`src/rtl/mem_stage.sv`:
```
// mem_stage: memory-access stage; req/ack data-memory port, branch resolve, MEM/WB register.
// Optional ack timeout with sticky mem_err_o: define MEM_ACK_TIMEOUT_EN.
module mem_stage #(
  parameter int DATA_WIDTH     = 16,
  parameter int ADDR_WIDTH     = 8,
  parameter int REG_WIDTH      = 4,
  parameter int TIMEOUT_CYCLES = 15
) (
  input  logic                  clk,
  input  logic                  rst,
  input  logic [ADDR_WIDTH-1:0] PCM_i,
  input  logic [DATA_WIDTH-1:0] imm8M_i,
  input  logic [DATA_WIDTH-1:0] WriteDataM_i,
  input  logic [DATA_WIDTH-1:0] alu_outM_i,
  input  logic [REG_WIDTH-1:0]  WriteRegM_i,
  input  logic                  RegWriteM_i,
  input  logic                  BranchM_i,
  input  logic                  MemReadM_i,
  input  logic                  MemWriteM_i,
  input  logic                  MemToRegM_i,
  input  logic                  MovM_i,
  input  logic                  flush_MEM_WB_i,
  output logic                  dmem_req_o,
  output logic                  dmem_we_o,
  output logic [ADDR_WIDTH-1:0] dmem_addr_o,
  output logic [DATA_WIDTH-1:0] dmem_wdata_o,
  input  logic                  dmem_ack_i,
  input  logic [DATA_WIDTH-1:0] dmem_rdata_i,
  output logic                  stall_mem_o,
  output logic [DATA_WIDTH-1:0] WBResultM_o,
  output logic                  branch_taken_o,
  output logic [ADDR_WIDTH-1:0] branch_target_o,
  output logic [DATA_WIDTH-1:0] ReadDataW_o,
  output logic [DATA_WIDTH-1:0] alu_outW_o,
  output logic [DATA_WIDTH-1:0] imm8W_o,
  output logic [REG_WIDTH-1:0]  WriteRegW_o,
  output logic                  RegWriteW_o,
  output logic                  MemToRegW_o,
  output logic                  MovW_o,
  output logic                  mem_err_o
);

  typedef enum logic [1:0] {
    IDLE = 2'd0,
    REQ  = 2'd1,
    DONE = 2'd2
  } state_t;

  state_t                state;
  logic                  mem_op;
  logic                  timeout;
  logic [DATA_WIDTH-1:0] rdata_q;

  assign mem_op = MemReadM_i | MemWriteM_i;

  // Hold upstream while a launch is pending or an access is in flight
  assign stall_mem_o = (state == REQ) |
                       ((state == IDLE) & mem_op);

  assign WBResultM_o = MovM_i ? imm8M_i : alu_outM_i;

  // Only resolve once per instruction, from IDLE
  assign branch_taken_o = BranchM_i &
                          (alu_outM_i == '0) &
                          (state == IDLE);

  assign branch_target_o = PCM_i + imm8M_i[ADDR_WIDTH-1:0];

`ifdef MEM_ACK_TIMEOUT_EN
  localparam int CW = $clog2(TIMEOUT_CYCLES + 1);

  logic [CW-1:0] cnt;
  logic          err_q;

  assign timeout   = (cnt == CW'(TIMEOUT_CYCLES - 1));
  assign mem_err_o = err_q;

  // Count REQ cycles; cleared while idle so each access starts at 0
  always_ff @(posedge clk) begin
    if (rst) begin
      cnt <= '0;
    end else if (state == REQ) begin
      cnt <= cnt + CW'(1);
    end else begin
      cnt <= '0;
    end
  end

  // Sticky error when an access gives up waiting for ack
  always_ff @(posedge clk) begin
    if (rst) begin
      err_q <= 1'b0;
    end else if ((state == REQ) & ~dmem_ack_i & timeout) begin
      err_q <= 1'b1;
    end
  end
`else
  assign timeout   = 1'b0;
  assign mem_err_o = 1'b0;
`endif

  // Access FSM with registered memory-port outputs
  always_ff @(posedge clk) begin
    if (rst) begin
      state        <= IDLE;
      dmem_req_o   <= 1'b0;
      dmem_we_o    <= 1'b0;
      dmem_addr_o  <= '0;
      dmem_wdata_o <= '0;
      rdata_q      <= '0;
    end else begin
      unique case (state)
        IDLE: begin
          if (mem_op) begin
            dmem_req_o   <= 1'b1;
            dmem_we_o    <= MemWriteM_i;
            dmem_addr_o  <= alu_outM_i[ADDR_WIDTH-1:0];
            dmem_wdata_o <= WriteDataM_i;
            state        <= REQ;
          end
        end
        REQ: begin
          if (dmem_ack_i) begin
            rdata_q    <= dmem_we_o ? '0 : dmem_rdata_i;
            dmem_req_o <= 1'b0;
            dmem_we_o  <= 1'b0;
            state      <= DONE;
          end else if (timeout) begin
            rdata_q    <= '0;
            dmem_req_o <= 1'b0;
            dmem_we_o  <= 1'b0;
            state      <= DONE;
          end
        end
        DONE: begin
          state <= IDLE;
        end
        default: begin
          state <= IDLE;
        end
      endcase
    end
  end

  // MEM/WB register: bubble on flush or stall, else take EX/MEM
  always_ff @(posedge clk) begin
    if (rst | flush_MEM_WB_i | stall_mem_o) begin
      ReadDataW_o <= '0;
      alu_outW_o  <= '0;
      imm8W_o     <= '0;
      WriteRegW_o <= '0;
      RegWriteW_o <= 1'b0;
      MemToRegW_o <= 1'b0;
      MovW_o      <= 1'b0;
    end else begin
      ReadDataW_o <= (state == DONE) ? rdata_q : '0;
      alu_outW_o  <= alu_outM_i;
      imm8W_o     <= imm8M_i;
      WriteRegW_o <= WriteRegM_i;
      RegWriteW_o <= RegWriteM_i;
      MemToRegW_o <= MemToRegM_i;
      MovW_o      <= MovM_i;
    end
  end

endmodule

```
`config.mk`:
```
export PLATFORM = sky130hd
export DESIGN_NAME = mem_stage
export DESIGN_NICKNAME = d
export VERILOG_FILES = /design/src/rtl/mem_stage.sv
export SDC_FILE = /design/constraint.sdc
export NUM_CORES = 1
export LEC_CHECK = 0
export ABC_AREA = 1
export BUFFER_PORTS_ARGS = -buffer_cell sky130_fd_sc_hd__buf_2
export CAP_MARGIN = 20
export CORE_MARGIN = 8
export CORE_UTILIZATION = 48
export DETAILED_ROUTE_END_ITERATION = 6
export GPL_TIMING_DRIVEN = 0
export PLACE_DENSITY = 0.94
export SETUP_SLACK_MARGIN = 0.1
export SLEW_MARGIN = 20
export SYNTH_ARGS = -nofsm -noshare
export SYNTH_HDL_FRONTEND = slang
export SYNTH_SLANG_ARGS = --single-unit
```
`constraint.sdc`:
```
create_clock -name clk -period 3.5 [get_ports clk]
set_clock_uncertainty 0.05 [all_clocks]
set_input_delay 0.525 -clock clk [delete_from_list [all_inputs] [get_ports clk]]
set_output_delay 0.525 -clock clk [all_outputs]
set_load 0.05 [all_outputs]
```
==> run summary, run 1 <==
Vias = 3662
Post-layout instance area = 4920 um^2
Largest net degree at the start of global routing = 20
Status = finished clean
Layout area overhead = 35.0%
Synth warn = 0
Critical Path Fanout Max = 3
Final setup viols = 0
Root Driver = clkbuf_8
Tot Pwr = 2.56 mW
Synth cell types = 23
WP depth = 12
FF+latch area = 1980 um^2
Synthesized netlist cell count = 470
WL per Instance = 14.5 um
Most frequent cells in the layout = buf_2, dfxtp_1, nor2_1
Clock edge transition at the registers on the reported setup and hold paths = 100 ps
Critical path class = input port to output port
Antenna cell count = 0
Synthesis-stage register bit count = 99
Synth Cell Area = 3640 um^2
CTS tree = built
First-pass GRT wire length = 17300 um
Die X-Extent = 103 um
Pwr dens = 521 nW/um^2
Core box area = 7290 um^2
Post-DP HPWL = 9070 um
Layout net count = 767
Number of global-route vias before repair = 3566
Max VDD drop = 0.302 mV
GRT overflow = 0
Mapped Avg Cell Area = 7.75 um^2
Pins over their slew limit = 0
Yosys top cell by area = dfxtp_1
Period utilization = 73.0%
Cell Chain, Critical Path = buf_2, ha_1, inv_1, fa_1, inv_1, nand2_1, nand2_1, nand3_1, nand2_1, nand2_1, nand2_1, buf_2
Routed Antenna Nets = 0
Worst path slowest cell = fa_1
I/O pins = 194
Die area = 10600 um^2
P_leak = 2.69 nW
Crit-path max cell delay = 410 ps
Worst setup SP type = input port
Area after DPL = 4730 um^2
Total CTS buffers = 9
Critical path data required time = 2920 ps
Clock latency on the worst-skew pair = 360 ps
Post-synth top area share = 54.4%
Die height = 103 um
Sequential-to-total area share from yosys stat = 54.4%
Main synth FF type = dfxtp_1
Placement Rows = 31
Largest cells by area after synthesis = dfxtp_1, nor2_1, inv_1, o21ai_0, nand2_1
Clock buffer depth = 2
CP top delay family = adder cells
Multi-input gate area = 1280 um^2
Post-cts sizing count = 0
Global Route Usage Sum = 20.9%
Fin crit period = 2560 ps
Fin Setup TNS = 0 ps
Final WL = 11200 um
Synthesized Nets = 564
WHS Path Cells = 2
Vias/cell = 4.71
Layout fillers = 617
Worst Setup End Kind = output port
IO buf count = 192
Cts hold-fix bufs = 0
Asr flop ratio synth = 0%
Worst EP arrival = 1980 ps
DR pass1 iterations = 5
CP bufs+invs = 4
Hold Path Class = input port to flop
Residual DRC = 0
Setup Buffers After CTS = 0
Final hold violations = 0
FMAX = 391 MHz
RSZ-0062 raised after global routing = false
Reg2reg path depth = 7
Gp weighted congestion = 0.913
Post-synth EDFFs = 0
Clock Sink Count = 99
H-tree depth = 3
CP dominant cell by count = nand2_1
Layout cell share with drive strength beyond 1 = 33.2%
Maxcap violations = 0
Initial core utilization = 50.0%
Commonest non-fill, non-tap cell in the layout = buf_2
Antenna violations before repair = 0
Number of DRC markers in iteration 0 = 158
flip-flops by register name, summed over array words and instances (netlist names):
name and cells:
imm8W_o 16, dmem_req_o 1, dmem_addr_o 8, dmem_we_o 1, MovW_o 1, rdata_q 16, RegWriteW_o 1, state 2
alu_outW_o 16, WriteRegW_o 4, MemToRegW_o 1, ReadDataW_o 16, dmem_wdata_o 16
metal layers:
metal  vias up  wire length [um]  global-route usage, %
met4         0               212                   7.68
met1      1661              4460                   24.3
li1       1847                 -                      -
met2       134              5630                   35.8
met5         -                 0                      0
met3        20               930                   5.54
path summary, 6_finish.rpt:
kind	end	slack, ps	startpoint
hold / removal	dmem_we_o	290	rst
setup reg to reg	alu_outW_o[13]	2090	state[0]
hold reg to reg	ReadDataW_o[14]	380	rdata_q[14]
setup / recovery	branch_target_o[6]	940	imm8M_i[0]
kinds of logic after synthesis:
logic type / Yosys count / share of synthesized area (%)
simple gates: 193 / 21.4
xor+xnor: 4 / 0.961
other cells: 1 / 0.103
fa+ha+maj: 8 / 2.95
buf+inv: 95 / 10.5
compound gates: 70 / 9.68
flops: 99 / 54.4
Yosys cell counts (2+ instances only):
| master | number |
|---|---|
| dfxtp_1 | 99 |
| nor2_1 | 96 |
| inv_1 | 73 |
| nand2_1 | 63 |
| o21ai_0 | 54 |
| nand3_1 | 23 |
| a21oi_1 | 12 |
| buf_2 | 9 |
| clkbuf_1 | 9 |
| ha_1 | 7 |
| nand4_1 | 4 |
| xnor2_1 | 4 |
| o21ai_1 | 3 |
| buf_4 | 2 |
| nor2_2 | 2 |
| nor3_1 | 2 |
| or2_2 | 2 |
power by group:
| part | leakage (nW) | switching (mW) | internal (mW) |
|---|---|---|---|
| clock | 0.0918 | 0.432 | 0.277 |
| sequential | 0.808 | 0.0242 | 1.18 |
| combinational | 1.79 | 0.486 | 0.160 |
layout make-up:
type / count / share of cell area, %
sequential: 99 / 40.3
buffer: 21 / 2.14
timing repair buffer: 192 / 19.5
clock buffer: 9 / 2.52
inverter: 74 / 5.65
clock inverter: 7 / 1.35
tap: 99 / 2.52
multi-input combinational: 276 / 26.0
stage by stage:
stage               instances  utilization, %  hold WS [ps]  setup WS, ps
floorplan                 470               -           359           785
global placement          761            64.8           365           968
detailed placement        761            64.8           374           969
CTS                       777            67.5           279           963
global route              777            67.5           271           795
finish                    777            67.5           288           944
Power figures use the tool's default switching activity.
==> run 2, diff against run 1 <==
--- a/config.mk
+++ b/config.mk
@@ -9,10 +9,10 @@
 export BUFFER_PORTS_ARGS = -buffer_cell sky130_fd_sc_hd__buf_2
 export CAP_MARGIN = 20
 export CORE_MARGIN = 8
-export CORE_UTILIZATION = 48
+export CORE_UTILIZATION = 44
 export DETAILED_ROUTE_END_ITERATION = 6
 export GPL_TIMING_DRIVEN = 0
-export PLACE_DENSITY = 0.94
+export PLACE_DENSITY = 0.88
 export SETUP_SLACK_MARGIN = 0.1
 export SLEW_MARGIN = 20
 export SYNTH_ARGS = -nofsm -noshare
==> constraint.sdc (replaced) <==
create_clock -name clk -period 2.5 [get_ports clk]
set_clock_uncertainty 0.05 [all_clocks]
set_input_delay 0.375 -clock clk [delete_from_list [all_inputs] [get_ports clk]]
set_output_delay 0.375 -clock clk [all_outputs]
set_load 0.05 [all_outputs]
==> run 2 against run 1 <==
Effect of this change:
- die area increased by 7.7%
- global-route usage shrank 1.7 points
- count of clock-buffer cells in the layout is the same
- non-clock buffer count unchanged
- critical path depth unchanged
- flip-flop and latch count stayed put
- power rose by 41%
- first-iteration DRC count grew 15%
- register-to-register slack worse by 1000 ps
- cell count is 0.77% higher
- hold slack lost 130 ps
==> run summary, run 2 (synthesis results as in run 1) <==
P_leak = 2.70 nW
Gp weighted congestion = 0.902
Placement Rows = 33
Routed Antenna Nets = 0
First-pass GRT wire length = 17700 um
Die X-Extent = 107 um
Total CTS buffers = 9
Number of DRC markers in iteration 0 = 181
Post-DP HPWL = 9230 um
Final WL = 11400 um
Critical path class = input port to output port
Residual DRC = 0
Critical Path Fanout Max = 3
Area after DPL = 4740 um^2
H-tree depth = 3
Clock Sink Count = 99
Layout area overhead = 35.6%
Antenna cell count = 0
CTS tree = built
Tot Pwr = 3.61 mW
Status = finished clean
Core box area = 8130 um^2
Vias = 3628
Critical path data required time = 2080 ps
Vias/cell = 4.63
Clock edge transition at the registers on the reported setup and hold paths = 110 ps
Final setup viols = 0
Cts hold-fix bufs = 0
Finished Core Util = 60.7%
Pins over their slew limit = 0
Fin Setup TNS = 0 ps
Multi-input gate area = 1290 um^2
GRT overflow = 0
Root Driver = clkbuf_8
Period utilization = 90.2%
Clock latency on the worst-skew pair = 360 ps
Worst Setup End Kind = output port
Die area = 11400 um^2
Layout net count = 767
IO buf count = 192
Worst EP arrival = 1830 ps
WL per Instance = 14.5 um
Most frequent cells in the layout = buf_2, dfxtp_1, nor2_1
Commonest non-fill, non-tap cell in the layout = buf_2
Max VDD drop = 0.427 mV
Layout fillers = 786
RSZ-0062 raised after global routing = false
Final hold violations = 0
Clock buffer depth = 2
Setup Buffers After CTS = 0
Post-cts sizing count = 0
Largest net degree at the start of global routing = 20
Fin Hold WS = 154 ps
Post-layout instance area = 4940 um^2
Initial core utilization = 44.8%
Fin crit period = 2260 ps
Maxcap violations = 0
FF+latch area = 1980 um^2
Global Route Usage Sum = 19.1%
Pwr dens = 730 nW/um^2
Worst setup SP type = input port
FMAX = 443 MHz
Hold Path Class = input port to flop
Layout cell share with drive strength beyond 1 = 33.3%
DR pass1 iterations = 4
I/O pins = 194
Antenna violations before repair = 0
Number of global-route vias before repair = 3608
Die height = 107 um
## run 2: cell types whose count changed in the layout (fill, tap and decap cells not counted), sizes merged
cell and change:
clkinv +2, inv -1, clkinvlp -1
## run 2: layer usage
layer,GRT usage [%],share of wire [%],up-vias
li1,-,-,1843
met1,22.3,41,1630
met2,32.6,49,134
met3,5.04,7.1,21
met4,7.94,2.2,0
met5,0,0,-
## run 2: per-stage QoR
stage / instances / worst slack, ps
3_5_place_dp: 767 / 268
2_1_floorplan: 470 / 287
3_3_place_gp: 767 / 270
6_report: 783 / 244
4_1_cts: 783 / 255
5_1_grt: 783 / 141
## run 2: final timing paths
kind	startpoint	endpoint	slack (ps)	cells past startpoint
setup reg to reg	state[0]	dmem_addr_o[2]	1050	6
hold / removal	rst	dmem_req_o	150	2
setup / recovery	imm8M_i[0]	branch_target_o[6]	240	12
hold reg to reg	rdata_q[10]	ReadDataW_o[10]	370	2
## run 2: area by class of cell
class	count	share of cell area, %
timing repair buffer	192	19.5
multi-input combinational	276	26.0
inverter	74	5.62
tap	105	2.66
clock buffer	9	2.51
sequential	99	40.1
buffer	21	2.13
clock inverter	7	1.47
## run 2: report_power, final
group	total, mW	switching, mW	internal (mW)	leakage [nW]
combinational	0.912	0.685	0.227	1.80
clock	1.01	0.614	0.392	0.0966
sequential	1.69	0.0334	1.66	0.808
total	3.61	1.33	2.28	2.70
## run 2: worst max-delay path, cell delays in order
cell	delay, ps
buf_2	100
ha_1	150
inv_1	50
fa_1	410
inv_1	70
nand2_1	50
nand2_1	70
nand3_1	100
nand2_1	80
nand2_1	50
nand2_1	50
buf_2	260
